`config.mk`:
```
export PLATFORM = sky130hd
export DESIGN_NAME = reg_port_arb
export DESIGN_NICKNAME = d
export VERILOG_FILES = /design/src/rtl/reg_port_arb.sv
export SDC_FILE = /design/constraint.sdc
export NUM_CORES = 1
export LEC_CHECK = 0
export CORE_AREA = 2 2 323 325
export CTS_BUF_LIST = sky130_fd_sc_hd__clkbuf_8 sky130_fd_sc_hd__clkbuf_16
export DETAILED_ROUTE_END_ITERATION = 10
export DIE_AREA = 0 0 325 327
export DONT_BUFFER_PORTS = 1
export GPL_TIMING_DRIVEN = 1
export PLACE_DENSITY_LB_ADDON = 0.2
export SETUP_SLACK_MARGIN = 0.15
export SLEW_MARGIN = 25
export SYNTH_ARGS = -nofsm -noshare
export SYNTH_HDL_FRONTEND = slang
export SYNTH_SLANG_ARGS = --single-unit
export TNS_END_PERCENT = 30
```
`constraint.sdc`:
```
create_clock -name clk -period 7.24 [get_ports clk]
set_input_delay 1.81 -clock clk [delete_from_list [all_inputs] [get_ports clk]]
set_output_delay 1.81 -clock clk [all_outputs]
set_load 0.02 [all_outputs]
```
`src/rtl/reg_port_arb.sv`:
```
// reg_port_arb: round-robin arbiter that shares one register-file port
// between NUM_REQ requesters. A requester may lock the port to run a
// read-modify-write sequence without interleaving from the others.
//
// Handshake: requester i transfers in a cycle where req[i] && gnt[i].
// gnt is combinational, so it can be consumed in the same cycle. A requester
// that is not granted must hold req/req_wr/req_lock/req_addr/req_wdata stable
// until it is granted. The accepted transfer appears on the rf_* port one
// cycle later. Reads return rsp_valid/rsp_id/rsp_data two cycles after
// acceptance. There is no backpressure on the response.
module reg_port_arb #(
  parameter int NUM_REQ  = 3,
  parameter int NUM_REGS = 128,
  localparam int RADDR_WD = (NUM_REGS > 1) ? $clog2(NUM_REGS) : 1,
  localparam int ID_WD    = (NUM_REQ > 1) ? $clog2(NUM_REQ) : 1
) (
  input  logic                        clk,
  input  logic                        reset,
  input  logic [NUM_REQ-1:0]          req,
  input  logic [NUM_REQ-1:0]          req_wr,
  input  logic [NUM_REQ-1:0]          req_lock,
  input  logic [NUM_REQ*RADDR_WD-1:0] req_addr,
  input  logic [NUM_REQ*128-1:0]      req_wdata,
  output logic [NUM_REQ-1:0]          gnt,
  output logic                        rsp_valid,
  output logic [ID_WD-1:0]            rsp_id,
  output logic [127:0]                rsp_data,
  output logic [RADDR_WD-1:0]         rf_addr,
  output logic                        rf_wr,
  output logic [127:0]                rf_wdata,
  input  logic [127:0]                rf_rdata,
  output logic                        dbg_locked,
  output logic [ID_WD-1:0]            dbg_ptr,
  output logic [ID_WD-1:0]            dbg_owner
);

  typedef enum logic {
    ARB    = 1'b0,
    LOCKED = 1'b1
  } state_t;

  state_t              state;
  logic [ID_WD-1:0]    ptr;
  logic [ID_WD-1:0]    owner;

  logic                gnt_any;
  logic [ID_WD-1:0]    gnt_idx;
  logic [ID_WD-1:0]    ptr_inc;
  logic [RADDR_WD-1:0] sel_addr;
  logic [127:0]        sel_wdata;

  // read pipeline stage between acceptance and response
  logic                rd_v1;
  logic [ID_WD-1:0]    rd_id1;

  // Grant selection: owner only while locked, else first request at or after ptr.
  always_comb begin
    int idx;
    logic [ID_WD-1:0] cand;
    gnt     = '0;
    gnt_any = 1'b0;
    gnt_idx = '0;
    idx     = 0;
    cand    = '0;
    if (!reset) begin
      gnt_any = 1'b0;
    end else if (state == LOCKED) begin
      if (req[owner]) begin
        gnt_any = 1'b1;
        gnt_idx = owner;
      end
    end else begin
      // Walk from lowest priority to highest so the highest-priority hit wins.
      for (int k = NUM_REQ - 1; k >= 0; k--) begin
        idx = int'(ptr) + k;
        if (idx >= NUM_REQ) idx = idx - NUM_REQ;
        cand = ID_WD'(idx);
        if (req[cand]) begin
          gnt_any = 1'b1;
          gnt_idx = cand;
        end
      end
    end
    if (gnt_any) gnt[gnt_idx] = 1'b1;
  end

  // Pointer successor of the granted index, with wrap to 0.
  always_comb begin
    if (gnt_idx == ID_WD'(NUM_REQ - 1)) ptr_inc = '0;
    else                                ptr_inc = gnt_idx + 1'b1;
  end

  // Winner's address and write data, taken from its packed slices.
  always_comb begin
    sel_addr  = req_addr[gnt_idx*RADDR_WD +: RADDR_WD];
    sel_wdata = req_wdata[gnt_idx*128 +: 128];
  end

  // Arbitration FSM: pointer, lock state and lock owner.
  always_ff @(posedge clk or negedge reset) begin
    if (!reset) begin
      state <= ARB;
      ptr   <= '0;
      owner <= '0;
    end else if (gnt_any) begin
      if (state == ARB) begin
        ptr <= ptr_inc;
        if (req_lock[gnt_idx]) begin
          state <= LOCKED;
          owner <= gnt_idx;
        end
      end else if (!req_lock[gnt_idx]) begin
        // Owner's final transfer of the locked sequence still executes.
        state <= ARB;
        ptr   <= ptr_inc;
      end
    end
  end

  // Register-file port and read-response pipeline.
  always_ff @(posedge clk or negedge reset) begin
    if (!reset) begin
      rf_addr   <= '0;
      rf_wr     <= 1'b0;
      rf_wdata  <= '0;
      rd_v1     <= 1'b0;
      rd_id1    <= '0;
      rsp_valid <= 1'b0;
      rsp_id    <= '0;
    end else begin
      rf_wr <= gnt_any & req_wr[gnt_idx];
      if (gnt_any) begin
        rf_addr  <= sel_addr;
        rf_wdata <= sel_wdata;
      end
      rd_v1     <= gnt_any & ~req_wr[gnt_idx];
      rd_id1    <= gnt_idx;
      rsp_valid <= rd_v1;
      rsp_id    <= rd_id1;
    end
  end

  // Register file returns data in the cycle rsp_valid is high.
  assign rsp_data   = rsp_valid ? rf_rdata : '0;

  assign dbg_locked = (state == LOCKED);
  assign dbg_ptr    = ptr;
  assign dbg_owner  = owner;

endmodule
```
# --- After elaboration in Yosys (flattened, before gate mapping) ---
# Index checks and enable logic that the tools add are counted.
# Widths: inputs -> output; s select.
classes:
  n_addsub: 6
  shift: 2
  mul: 1
  n_mux: 41
  n_reduce_logical: 3
  eq_ne: 2
  magnitude_cmp: 9
  bitwise: 4
op_table:
  columns: ["operator", "n"]
  rows:
  - ["$shiftx 384x10->128", 1]
  - ["$mux 128", 1]
  - ["$mux 2", 18]
  - ["$shiftx 21x6->7", 1]
  - ["$lt 2x3->1 const B", 5]
  - ["$mux 1", 14]
  - ["$bmux 1 s2", 6]
  - ["$ge 3x2->1 const B", 2]
  - ["$sub 2x2->2 const B", 3]
  - ["$mul 2x3->5 const B", 1]
  - ["$add 2x1->3 const B", 1]
  - ["$add 2x2->3 const B", 1]
  - ["$mux 3", 1]
  - ["$reduce_and 3->1", 1]
  - ["$add 2x1->2 const B", 1]
  - ["$and 1x1->1", 2]
  - ["$demux 1 s2", 1]
  - ["$eq 2x2->1 const B", 1]
  - ["$ge 2x1->1 const B", 1]
  - ["$ge 2x2->1 const B", 1]
  - ["$ne 2x2->1 const B", 1]
  - ["$not 1->1", 2]
  - ["$reduce_and 2->1", 1]
  - ["$logic_and 1x1->1", 1]
totals:
  regBits: 147
  input_bits: 544

# --- Logic depth before layout (Yosys ltp) ---
depth:
  ltp_word: 17
  ltp_mapped: 12
  depth_no_buf: 9

# --- Worst setup path after synthesis ---
# OpenSTA, ideal clock, no wires.
synth_timing:
  path_type: "in2out"
  from: "input req[1]"
  to: "output gnt[0]"
  path_slack_ns: 2.146
  t_arrival_ns: 3.284
  n_path_buf: 2
  required_time_ns: 5.430
  cell_stages: 7
  path_cell_list: "buf_2 nor2_2 maj3_2 a221oi_4 o211ai_2 buf_2 nor2_1"
synth_via:
  elab_chain_len: 12
  elab_cells_between_ends: 26
  classes_between: "2 x order compare; 23 x mux; 1 x reduce/logical"
synth_lines:
  columns: ["item", "line", "text"]
  rows:
  - ["start: declaration", "19", "input logic [NUM_REQ-1:0] req,"]
  - ["$bmux 1 s2", "78", "if (req[cand]) begin"]
  - ["$mux 1 (not written as such)", "78", null]
  - ["$mux 2 (3 in a row)", "78", null]
  - ["$mux 2", "67", "end else if (state == LOCKED) begin"]
  - ["$mux 2", "65", "if (!reset) begin"]
  - ["$lt 2x3->1 (not written as such) or $ge 2x1->1 (tied branches)", "84", "if (gnt_any) gnt[gnt_idx] = 1'b1;"]
  - ["$logic_and 1x1->1 (not written as such)", "84", null]
  - ["$mux 1 (not written as such)", "84", null]
  - ["$demux 1 s2", "84", null]
  - ["$mux 3 (*)", "84", null]
  - ["end: declaration", "24", "output logic [NUM_REQ-1:0] gnt,"]
# Every way passes the cells marked *; elsewhere a longest branch is shown, timed or not. The select of a mux whose other input is x is not followed.

# --- Final worst setup path ---
# Same ends and word-level chain as after synthesis.

==> out/metrics.csv <==
stage;metric;value;unit
sta;Clock Skews;0.0286;ns
setup_path;r2r startpoint;dbg_ptr[0];
global_route;pin count of the biggest net entering global routing;154;
worst_hold_path;hold path depth;0;
cells_and_area;Fillers;11953;
cts;post-CTS setup buffer count;0;
logic_synthesis;synth warn;0;
cells_and_area;multi-input logic area;0.00401;sq mm
cells_and_area;Synth-to-Final Area Change;23.5;%
detailed_routing;DRT Pass-1 Iters;11;
cts;Clock Pin Slew Worst Setup and Hold Paths;0.07;ns
global_route;initial antenna violation count;36;
detailed_routing;DRC errors left;9;
sta;Highest Clock Rate;0.207;GHz
detailed_routing;drt via density;3.53;
sta;final hold slack;0.353;ns
floorplan;DIE HEIGHT;327;um
cells_and_area;Final #Nets;1371;
worst_hold_path;Hold Crit Endpoint;rsp_id[1];
sta;RSZ-0062 raised after global routing;false;
setup_path;CP Cell Sequence;nor2_2, maj3_2, a221oi_4, o211ai_4, nor2_1;
logic_synthesis;Adder-Cell Fraction of Synth Area;0.00440;
logic_synthesis;Synth Area in Simple Gates;0.253;
cts;cts bufs inserted;17;
floorplan;total core area;0.103;sq mm
detailed_routing;initial DRC count;1023;
sta;slew at the pin closest to its max-slew limit;0.976;ns
logic_synthesis;Main synth FF type;dfrtp_1;
logic_synthesis;Post-Synth XOR/XNOR Area;0;
pwr;leakage;3.78;nW
place;post-place setup slack;2.40;ns
setup_path;slowest CP cell;nor2_1;
global_route;Total Routing Usage GR;0.121;
sta;# setup viols final;0;
floorplan;total die area;0.106;sq mm
logic_synthesis;syn nets;1434;
worst_hold_path;min-delay src;rd_id1[1];
detailed_routing;post-route ant nets;0;
logic_synthesis;Syn Inst Count;888;
setup_path;crit end category;primary output;
global_route;first-pass GRT wire length;83.4;mm
sta;Worst slew margin;0.349;
logic_synthesis;area fraction in compound gates after synthesis;0.221;
setup_path;kind of critical path;input pin to primary output;
sta;worst setup margin;2.40;ns
logic_synthesis;main combinational cell family by area after synthesis;simple AND/OR/NAND/NOR gates;
cells_and_area;share of layout cells above drive strength 1;0.0680;
logic_synthesis;Yosys cell types;48;
cts;CTS tree;done;
cts;CTS Buffer Depth;2;
setup_path;Req. time, crit path;5.43;ns
setup_path;worst-path maximum fanout;9;
cts;cts repair resizes;0;
logic_synthesis;Post-Syn Area;0.00826;sq mm
floorplan;overall die width;325;um
global_route;number of global-route vias before repair;7943;
setup_path;r2r worst-path depth;10;
setup_path;CP startpoint kind;input pin;
logic_synthesis;asr flop ratio synth;1.00;
logic_synthesis;post-synthesis sequential area ratio;0.446;
detailed_routing;vias;7888;
place;port bufs;0;
run_status;violated checks;design-rule violations;
global_route;gr ovfl total;0;
cts;Skew-Pair Late Insertion Delay;0.50;ns
setup_path;worst r2r dst;rf_wdata[23];
place;RD Place Congestion;0.972;
worst_hold_path;worst min path class;flip-flop to flip-flop;
cells_and_area;commonest non-fill, non-tap cell in the layout;dfrtp_1;
sta;Fin. Hold Viols;0;
cts;Max H-tree Level;4;
logic_synthesis;post-synthesis register bit count;147;
setup_path;Crit path arrival time;3.03;ns
cts;hold buffers post-CTS;0;
run;maxcap violations;0;
setup_path;reg-to-reg setup timing slack;3.33;ns
place;Post-DP HPWL;56.1;mm
pwr;peak supply drop;0.000408;V
logic_synthesis;post-synthesis mux area share;0.00485;
sta;Tmin final;4.84;ns
setup_path;Critical Path Max Stage Delay;0.41;ns
detailed_routing;DR WL/cell;30.0;um
sta;Final Max Slew Viols;0;
floorplan;# IOs;819;
pwr;PwrDens;544;mW/mm^2
floorplan;# rows;118;
logic_synthesis;Post-synth EDFFs;0;
cells_and_area;register area;0.00368;sq mm
floorplan;Initial Util;0.0802;
sta;Tcrit/Tclk final;0.668;
sta;setup_tns;0;ns
cells_and_area;commonest non-fill, non-tap cells in the layout;dfrtp_1, and2_1, nand2_1, nand3_1, a222oi_1;
cells_and_area;final core occ;0.0991;
cts;Clk Tree Root Cell;clkbuf_16;
detailed_routing;final WL;67.1;mm
cts;clk sinks;147;
run_status;outcome;finished, violations left;
logic_synthesis;Avg Cell Area, Syn;9.30;sq um
## worst max-delay path by stage
| stage | start | to | slack, ns | cells past startpoint |
|---|---|---|---|---|
| CTS | req[1] | gnt[0] | 2.39 | 5 |
| global route | dbg_ptr[0] | gnt[0] | 2.32 | 7 |
| floorplan | req[1] | gnt[0] | 2.15 | 7 |
| finish | req[1] | gnt[0] | 2.40 | 5 |
| global placement | req[1] | gnt[0] | 2.41 | 5 |
| detailed placement | req[1] | gnt[0] | 2.40 | 5 |
## per-stage QoR
step	instances	cell area, sq um	power, mW
3_5_place_dp	2185	9550	4.66
4_1_cts	2217	10100	5.67
6_report	2236	10200	5.55
2_1_floorplan	888	8260	3.70
3_3_place_gp	2185	9550	4.66
5_1_grt	2227	10200	5.90
## state kept, by name, indices dropped and copies added, names as in the netlist
name and cells:
dbg_owner 2, rd_id1 2, rf_wr 1, rf_wdata 128, rsp_id 2, rf_addr 7
dbg_locked 1, rsp_valid 1, rd_v1 1, dbg_ptr 2
## layout make-up
class                           count  share of cell area
Clock inverter                     14              0.0126
Timing Repair Buffer               10              0.0106
Sequential cell                   147               0.361
Inverter                           11             0.00503
Clock buffer                       18              0.0431
Antenna cell                       18             0.00442
Multi-Input combinational cell    638               0.394
Tap cell                         1380               0.169
## critical path, delay by kind of cell
family | cells | cell delay [ns]
AOI/OAI and AO/OA | 2 | 0.46
adders and majority gates | 1 | 0.32
and+or+nand+nor | 2 | 0.44
## kinds of logic after synthesis
kind of cell / Yosys count
muxes: 4
AOI/OAI and AO/OA: 220
buffers and inverters: 103
and+or+nand+nor: 411
DFF: 147
adders and majority gates: 3
## synthesized netlist by cell type, drive strengths merged (2+ instances only)
cell | count | area, sq um
dfrtp | 147 | 3680
and2 | 139 | 870
nand2 | 118 | 443
nand3 | 106 | 531
a222oi | 104 | 1040
buf | 67 | 452
a21oi | 54 | 270
nor2 | 40 | 169
a22oi | 26 | 195
clkbuf | 25 | 93.8
inv | 11 | 41.3
o21ai | 10 | 57.6
a221oi | 8 | 87.6
mux2i | 4 | 40.0
a21o | 2 | 16.3
ha | 2 | 25.0
nor2b | 2 | 12.5
o211a | 2 | 27.5
o211ai | 2 | 20.0
o221ai | 2 | 17.5
## per-layer routing
| layer | GRT usage | part of all wire | vias up |
|---|---|---|---|
| li1 | - | - | 3202 |
| met1 | 0.113 | 0.32 | 3848 |
| met2 | 0.216 | 0.51 | 698 |
| met3 | 0.0508 | 0.095 | 130 |
| met4 | 0.0821 | 0.070 | 10 |
| met5 | 0 | 0.00095 | - |
## where the power goes
part	internal, mW	total, mW	switching, mW
Clock	0.486	0.952	0.466
Combinational	0.670	2.28	1.61
Sequential	1.24	2.32	1.08
Total	2.40	5.55	3.15
Power figures use the tool's default switching activity.
